<file path="config.mk">
export PLATFORM = sky130hd
export DESIGN_NAME = step_debug_ctrl
export DESIGN_NICKNAME = d
export VERILOG_FILES = /design/src/rtl/step_debug_pkg.sv /design/src/rtl/btn_debounce.sv /design/src/rtl/step_debug_ctrl.sv
export SDC_FILE = /design/constraint.sdc
export NUM_CORES = 1
export LEC_CHECK = 0
export ABC_AREA = 1
export CAP_MARGIN = 0
export CORE_MARGIN = 10
export CORE_UTILIZATION = 40
export CTS_CLUSTER_SIZE = 24
export DETAILED_ROUTE_END_ITERATION = 8
export PLACE_DENSITY = 0.59
export SLEW_MARGIN = 20
export SYNTH_ARGS = -nofsm -noshare
export SYNTH_HDL_FRONTEND = slang
export SYNTH_SLANG_ARGS = --single-unit
</file>
<file path="constraint.sdc">
create_clock -name clk -period 2.8 [get_ports clk]
set_input_delay 0.42 -clock clk [delete_from_list [all_inputs] [get_ports clk]]
set_output_delay 0.42 -clock clk [all_outputs]
set_load 0.01 [all_outputs]
</file>
<file path="src/rtl/step_debug_pkg.sv">
// Shared types and constants for the step/debug controller: step FSM states,
// seven-segment glyph constants and the hex-to-segment decoder.
package step_debug_pkg;

  typedef enum logic [1:0] {
    ST_IDLE  = 2'd0,
    ST_PULSE = 2'd1,
    ST_HOLD  = 2'd2,
    ST_RUN   = 2'd3
  } step_state_e;

  // Segment order is {g,f,e,d,c,b,a}; a 0 lights the segment.
  localparam logic [6:0] SEG_BLANK = 7'h7F;
  localparam logic [6:0] SEG_TAG_I = 7'b1111001;
  localparam logic [6:0] SEG_TAG_A = 7'b0001000;

  function automatic logic [6:0] hex_to_seg(input logic [3:0] nib);
    logic [6:0] seg;
    unique case (nib)
      4'h0: seg = 7'h40;
      4'h1: seg = 7'h79;
      4'h2: seg = 7'h24;
      4'h3: seg = 7'h30;
      4'h4: seg = 7'h19;
      4'h5: seg = 7'h12;
      4'h6: seg = 7'h02;
      4'h7: seg = 7'h78;
      4'h8: seg = 7'h00;
      4'h9: seg = 7'h10;
      4'hA: seg = 7'h08;
      4'hB: seg = 7'h03;
      4'hC: seg = 7'h46;
      4'hD: seg = 7'h21;
      4'hE: seg = 7'h06;
      4'hF: seg = 7'h0E;
      default: seg = SEG_BLANK;
    endcase
    return seg;
  endfunction

endpackage

</file>
<file path="src/rtl/btn_debounce.sv">
// Push-button conditioner: 2-flop synchronizer, level debouncer and a
// one-cycle press pulse that is only armed after a debounced release.
module btn_debounce #(
  parameter int DEBOUNCE_CYCLES = 1000000
) (
  input  logic clk,
  input  logic reset,
  input  logic btn_n_i,
  output logic level_o,
  output logic press_o
);

  localparam int DB_W = (DEBOUNCE_CYCLES > 1) ? $clog2(DEBOUNCE_CYCLES) : 1;
  localparam logic [DB_W-1:0] DB_LAST = DB_W'(DEBOUNCE_CYCLES - 1);

  logic            sync1_q, sync2_q;
  logic            stable_q, stable_d;
  logic [DB_W-1:0] cnt_q, cnt_d;
  logic [DB_W-1:0] arm_cnt_q, arm_cnt_d;
  logic            armed_q, armed_d;
  logic            press_q, press_d;

  // NOTE: every register here updates with <= so all flops sample the
  // pre-edge values together, exactly like the hardware.
  always_ff @(posedge clk or negedge reset) begin
    if (!reset) begin
      sync1_q <= 1'b1;
      sync2_q <= 1'b1;
    end else begin
      sync1_q <= btn_n_i;
      sync2_q <= sync1_q;
    end
  end

  // NOTE: each always_comb output gets a default first so no path can
  // leave it unassigned and infer a latch.
  always_comb begin
    stable_d  = stable_q;
    cnt_d     = '0;
    press_d   = 1'b0;
    arm_cnt_d = arm_cnt_q;
    armed_d   = armed_q;

    if (sync2_q != stable_q) begin
      if (cnt_q == DB_LAST) begin
        stable_d = sync2_q;
        press_d  = armed_q && !sync2_q;
      end else begin
        cnt_d = cnt_q + 1'b1;
      end
    end

    // A button held through reset must first be seen released for a full
    // debounce window before any press is reported.
    if (!armed_q) begin
      if (!sync2_q) begin
        arm_cnt_d = '0;
      end else if (arm_cnt_q == DB_LAST) begin
        armed_d = 1'b1;
      end else begin
        arm_cnt_d = arm_cnt_q + 1'b1;
      end
    end
  end

  always_ff @(posedge clk or negedge reset) begin
    if (!reset) begin
      stable_q  <= 1'b1;
      cnt_q     <= '0;
      arm_cnt_q <= '0;
      armed_q   <= 1'b0;
      press_q   <= 1'b0;
    end else begin
      stable_q  <= stable_d;
      cnt_q     <= cnt_d;
      arm_cnt_q <= arm_cnt_d;
      armed_q   <= armed_d;
      press_q   <= press_d;
    end
  end

  assign level_o = stable_q;
  assign press_o = press_q;

endmodule

</file>
<file path="src/rtl/step_debug_ctrl.sv">
// Board-side step/debug controller for the single-cycle RISC-V core: step
// button / free-run stepping and a six-digit seven-segment debug display.
module step_debug_ctrl
  import step_debug_pkg::*;
#(
  parameter int DEBOUNCE_CYCLES = 1000000,
  parameter int RUN_DIV         = 25000000,
  parameter int CNT_W           = 10
) (
  input  logic             clk,
  input  logic             reset,
  input  logic             key_step_n,
  input  logic             key_page_n,
  input  logic             sw_run,
  input  logic             sw_src,
  input  logic [31:0]      inst_in,
  input  logic [31:0]      alures_in,
  output logic             cpu_step,
  output logic [CNT_W-1:0] step_count,
  output logic             page_hi,
  output logic [6:0]       hex0,
  output logic [6:0]       hex1,
  output logic [6:0]       hex2,
  output logic [6:0]       hex3,
  output logic [6:0]       hex4,
  output logic [6:0]       hex5
);

  localparam int RUN_W = (RUN_DIV > 1) ? $clog2(RUN_DIV) : 1;
  localparam logic [RUN_W-1:0] RUN_LAST = RUN_W'(RUN_DIV - 1);

  logic step_level, step_press;
  logic page_press, page_level_unused;

  btn_debounce #(.DEBOUNCE_CYCLES(DEBOUNCE_CYCLES)) u_step_btn (
    .clk     (clk),
    .reset   (reset),
    .btn_n_i (key_step_n),
    .level_o (step_level),
    .press_o (step_press)
  );

  btn_debounce #(.DEBOUNCE_CYCLES(DEBOUNCE_CYCLES)) u_page_btn (
    .clk     (clk),
    .reset   (reset),
    .btn_n_i (key_page_n),
    .level_o (page_level_unused),
    .press_o (page_press)
  );

  step_state_e      state_q, state_d;
  logic [RUN_W-1:0] run_cnt_q, run_cnt_d;
  logic [CNT_W-1:0] count_q;
  logic             page_q;

  always_ff @(posedge clk or negedge reset) begin
    if (!reset) begin
      state_q <= ST_IDLE;
    end else begin
      state_q <= state_d;
    end
  end

  always_comb begin
    state_d = state_q;
    case (state_q)
      ST_IDLE: begin
        if (sw_run) begin
          state_d = ST_RUN;
        end else if (step_press) begin
          state_d = ST_PULSE;
        end
      end
      ST_PULSE: state_d = sw_run ? ST_RUN : ST_HOLD;
      ST_HOLD: begin
        if (step_level) begin
          state_d = ST_IDLE;
        end
      end
      ST_RUN: begin
        if (!sw_run) begin
          state_d = ST_IDLE;
        end else if (run_cnt_q == RUN_LAST) begin
          state_d = ST_PULSE;
        end
      end
      default: state_d = ST_IDLE;
    endcase
  end

  // Decoded straight from the state register, so the pulse is glitch-free
  // and disappears the instant reset asserts.
  always_comb begin
    cpu_step = (state_q == ST_PULSE);
  end

  // The run counter only advances while staying in RUN; any entry into RUN
  // (from IDLE or after a pulse) therefore starts from zero.
  always_comb begin
    run_cnt_d = '0;
    if (state_q == ST_RUN && state_d == ST_RUN) begin
      run_cnt_d = run_cnt_q + 1'b1;
    end
  end

  always_ff @(posedge clk or negedge reset) begin
    if (!reset) begin
      run_cnt_q <= '0;
      count_q   <= '0;
      page_q    <= 1'b0;
    end else begin
      run_cnt_q <= run_cnt_d;
      if (state_q == ST_PULSE) begin
        count_q <= count_q + 1'b1;
      end
      if (page_press) begin
        page_q <= ~page_q;
      end
    end
  end

  assign step_count = count_q;
  assign page_hi    = page_q;

  logic [31:0]     disp_word;
  logic [5:0][6:0] hex_d, hex_q;

  always_comb begin
    disp_word = sw_src ? alures_in : inst_in;
    hex_d     = {6{SEG_BLANK}};
    if (!page_q) begin
      for (int i = 0; i < 6; i++) begin
        hex_d[i] = hex_to_seg(disp_word[4*i +: 4]);
      end
    end else begin
      hex_d[0] = hex_to_seg(disp_word[27:24]);
      hex_d[1] = hex_to_seg(disp_word[31:28]);
      hex_d[5] = sw_src ? SEG_TAG_A : SEG_TAG_I;
    end
  end

  // NOTE: the digit registers are plain flops, not a RAM, so they take the
  // async reset and come up blank.
  always_ff @(posedge clk or negedge reset) begin
    if (!reset) begin
      hex_q <= {6{SEG_BLANK}};
    end else begin
      hex_q <= hex_d;
    end
  end

  assign hex0 = hex_q[0];
  assign hex1 = hex_q[1];
  assign hex2 = hex_q[2];
  assign hex3 = hex_q[3];
  assign hex4 = hex_q[4];
  assign hex5 = hex_q[5];

endmodule

</file>
==> results.json <==
{
  "run_status": "complete, no violations",
  "maxCapViolations": 0,
  "post_cts_buffers": 0,
  "drt_first_iter_violations": 452,
  "fillCellCount": 2696,
  "path_buf_inv": 2,
  "grt.overflow.total": 0,
  "critical-path-max-stage-delay_ns": 0.44,
  "synthesis.nets": 1606,
  "yosys_top_cell_area_share_pct": 28.0,
  "syn_area_per_cell_um2": 7.36,
  "worstSetupEndpointType": "flop",
  "peakVddDrop_v": 0.000421,
  "synth.ff_latch_count": 170,
  "yosysSeqAreaShare_pct": 39.6,
  "crit_path_cell_trace": "ha_1 -> nand2_1 -> inv_1 -> nand2_2 -> nor2_2 -> nand3_1 -> nand2_2 -> buf_4 -> o21ai_0",
  "synth_cell_count_leaders": "392 x sky130_fd_sc_hd__nand2_1, 215 x sky130_fd_sc_hd__nor2_1, 154 x sky130_fd_sc_hd__inv_1, 122 x sky130_fd_sc_hd__dfrtp_1, 98 x sky130_fd_sc_hd__nand3_1",
  "synth.distinct_cells": 50,
  "ys_warn_count": 0,
  "post-route-drc-count": 0,
  "detail-route-antenna-nets": 0,
  "grt.total_usage_pct": 16.0,
  "die_ar_um2": 34300,
  "post_placement_setup_slack_ns": 0.408,
  "grt_antenna_before_repair": 0,
  "cts_root_buffer": "sky130_fd_sc_hd__clkbuf_16",
  "tightestPinTransition_ns": 0.701,
  "cts.sink_count": 170,
  "timing.max_slew.rel_slack_pct": 52.9,
  "boundaryPins": 124,
  "antennaDiodeCount": 0,
  "place_hpwl_um": 20600,
  "timing.final.crit_period_ns": 2.13,
  "worstSkewPairLatency_ns": 0.43,
  "cts_max_path_buffers": 2,
  "floorplan.initialDensity_pct": 40.6,
  "netlist_instances": 1482,
  "floorplan.die.height_um": 185,
  "setup_viol": 0,
  "area_growth_syn_to_layout_pct": 20.2,
  "fin_tns_setup_ns": 0,
  "post_cts.resized_instances": 0,
  "grt_max_degree": 54,
  "design.core.area_um2": 26900,
  "ctsHoldBuffers": 1,
  "fin_worst_skew_ns": 0.00931,
  "p_leak_uw": 0.00566,
  "grt_setup_unrepaired": "no",
  "critical-path-top-cell-by-count": "sky130_fd_sc_hd__nand2_2",
  "worst_path_max_delay_cell": "sky130_fd_sc_hd__dfrtp_1",
  "whs_ns": 0.356,
  "dr.pass1.iters": 5,
  "nets": 1736,
  "synth_enable_flop_cells": 0,
  "tritoncts": "built",
  "cp_max_fo": 22,
  "synth-main-ff-cell": "sky130_fd_sc_hd__dfrtp_1",
  "core.rowCount": 60,
  "cts.htree.levels": 4,
  "first_pass_grt_wire_length_um": 45300,
  "cts_inserted_buffers": 17,
  "gp_congestion": 0.903,
  "drive_above_1_share_pct": 10.1,
  "grt_pass1_vias": 9457,
  "required_ns": 3.10,
  "clock.fmax_mhz": 469,
  "fin_crit_sh_pct": 76.1,
  "path_clk_slew_ns": 0.07,
  "critical-path-top-delay-family": "simple AND/OR/NAND/NOR gates",
  "synth_async_sr_flop_share_pct": 100,
  "cell_with_the_most_instances_after_synthesis": "sky130_fd_sc_hd__nand2_1",
  "timing.critical_path.from_type": "flop",
  "syn-cell-area_um2": 10900,
  "cellPowerDensity_nw_per_um2": 487,
  "hold_class": "reg2reg",
  "detail_routed_via_count_per_cell": 4.92,
  "synth_top_cell_by_area": "sky130_fd_sc_hd__dfrtp_1",
  "arrival_ns": 2.43,
  "synth.top_cells.by_area": "sky130_fd_sc_hd__dfrtp_1 28%, sky130_fd_sc_hd__nand2_1 13%, sky130_fd_sc_hd__dfstp_2 12%",
  "finalHoldViolations": 0,
  "wire_per_inst_um": 13.7,
  "detailroute.via_count": 9664,
  "totalWireLength_um": 26900,
  "die_x_um": 185,
  "number_of_buffer_cells_added_on_primary_ports": 123,
  "final_worst_setup_slack_ns": 0.669,
  "critical_path_class": "reg2reg",
  "timing.final.max_slew_violations": 0
}
[layout by cell type, fill, tap and decap left out, types with 5 or more instances in the layout]
| cell type | n |
|---|---|
| sky130_fd_sc_hd__o31ai_1 | 5 |
| sky130_fd_sc_hd__buf_4 | 14 |
| sky130_fd_sc_hd__a21oi_1 | 44 |
| sky130_fd_sc_hd__dfstp_2 | 48 |
| sky130_fd_sc_hd__dfrtp_1 | 122 |
| sky130_fd_sc_hd__xor2_1 | 30 |
| sky130_fd_sc_hd__nor3_1 | 36 |
| sky130_fd_sc_hd__o21ai_0 | 69 |
| sky130_fd_sc_hd__xnor2_1 | 18 |
| sky130_fd_sc_hd__nand2_2 | 8 |
| sky130_fd_sc_hd__o21ai_2 | 17 |
| sky130_fd_sc_hd__or2_2 | 11 |
| sky130_fd_sc_hd__clkbuf_16 | 17 |
| sky130_fd_sc_hd__inv_1 | 154 |
| sky130_fd_sc_hd__nor2_1 | 215 |
| sky130_fd_sc_hd__a31oi_1 | 5 |
| sky130_fd_sc_hd__o21ai_1 | 27 |
| sky130_fd_sc_hd__nand4_1 | 35 |
| sky130_fd_sc_hd__ha_1 | 54 |
| sky130_fd_sc_hd__o21bai_1 | 6 |
| sky130_fd_sc_hd__inv_2 | 13 |
| sky130_fd_sc_hd__clkdlybuf4s50_1 | 121 |
| sky130_fd_sc_hd__nor2_2 | 6 |
| sky130_fd_sc_hd__nand2_1 | 392 |
| sky130_fd_sc_hd__nand3_1 | 98 |
[final cells by class]
type | count | area, µm² | area share [%]
Inverter | 170 | 646 | 4.92
Clock inverter | 12 | 189 | 1.44
Tap cell | 341 | 427 | 3.25
Sequential cell | 170 | 4310 | 32.9
Multi-Input combinational cell | 1114 | 5730 | 43.7
Clock buffer | 20 | 447 | 3.41
Timing Repair Buffer | 139 | 1360 | 10.4
[routing by layer]
layer,track usage (%),part of all wire [%]
met5,0,0
met4,4.71,1.6
met3,4.96,6.3
met2,26.5,46
met1,19.6,46
[where the power goes]
group          leakage (µW)  internal [µW]  switching, µW
registers           0.00219           2650           94.6
logic               0.00317            484            594
clock network      0.000299           1530           1030
total               0.00566           4670           1720
[path summary, 6_finish.rpt]
path,startpoint,endpoint,slack [ns],cells after the start
max in group asynchronous,reset,u_step_btn.sync2_q,1.52,3
min in group asynchronous,reset,run_cnt_q[9],0.51,2
max,u_page_btn.arm_cnt_q[0],u_page_btn.arm_cnt_q[5],0.67,9
min,u_page_btn.sync1_q,u_page_btn.sync2_q,0.36,0
max reg2reg,u_page_btn.arm_cnt_q[0],u_page_btn.arm_cnt_q[5],0.67,9
min reg2reg,u_page_btn.sync1_q,u_page_btn.sync2_q,0.36,0
[stage by stage]
step	utilization (%)	instances	total power (µW)	cell area, µm²
2_1_floorplan	-	1482	3350	10900
3_3_place_gp	46.4	1933	3880	12500
3_5_place_dp	46.4	1933	3880	12500
4_1_cts	48.8	1966	6490	13100
5_1_grt	48.8	1966	6710	13100
6_report	48.8	1966	6380	13100
[cells by family after synthesis]
logic type / count (synthesis) / share of synthesized area [%]
flip-flops: 170 / 39.6
buffers and inverters: 198 / 7.92
adder cells (fa/ha/maj): 54 / 6.20
XOR/XNOR: 48 / 3.86
AND/OR/NAND/NOR: 818 / 31.8
AO/OA/AOI/OAI: 194 / 10.7
[registers in the layout, summed over array words and instances, names as in the netlist, 2 cells and up]
register              flops
state_q                   2
u_page_btn.cnt_q         20
hex4                      7
hex0                      7
hex1                      7
hex3                      7
hex5                      7
u_page_btn.arm_cnt_q     20
step_count               10
u_step_btn.arm_cnt_q     20
run_cnt_q                25
hex2                      7
u_step_btn.cnt_q         20
No activity file was read; power rests on OpenSTA's default activity.
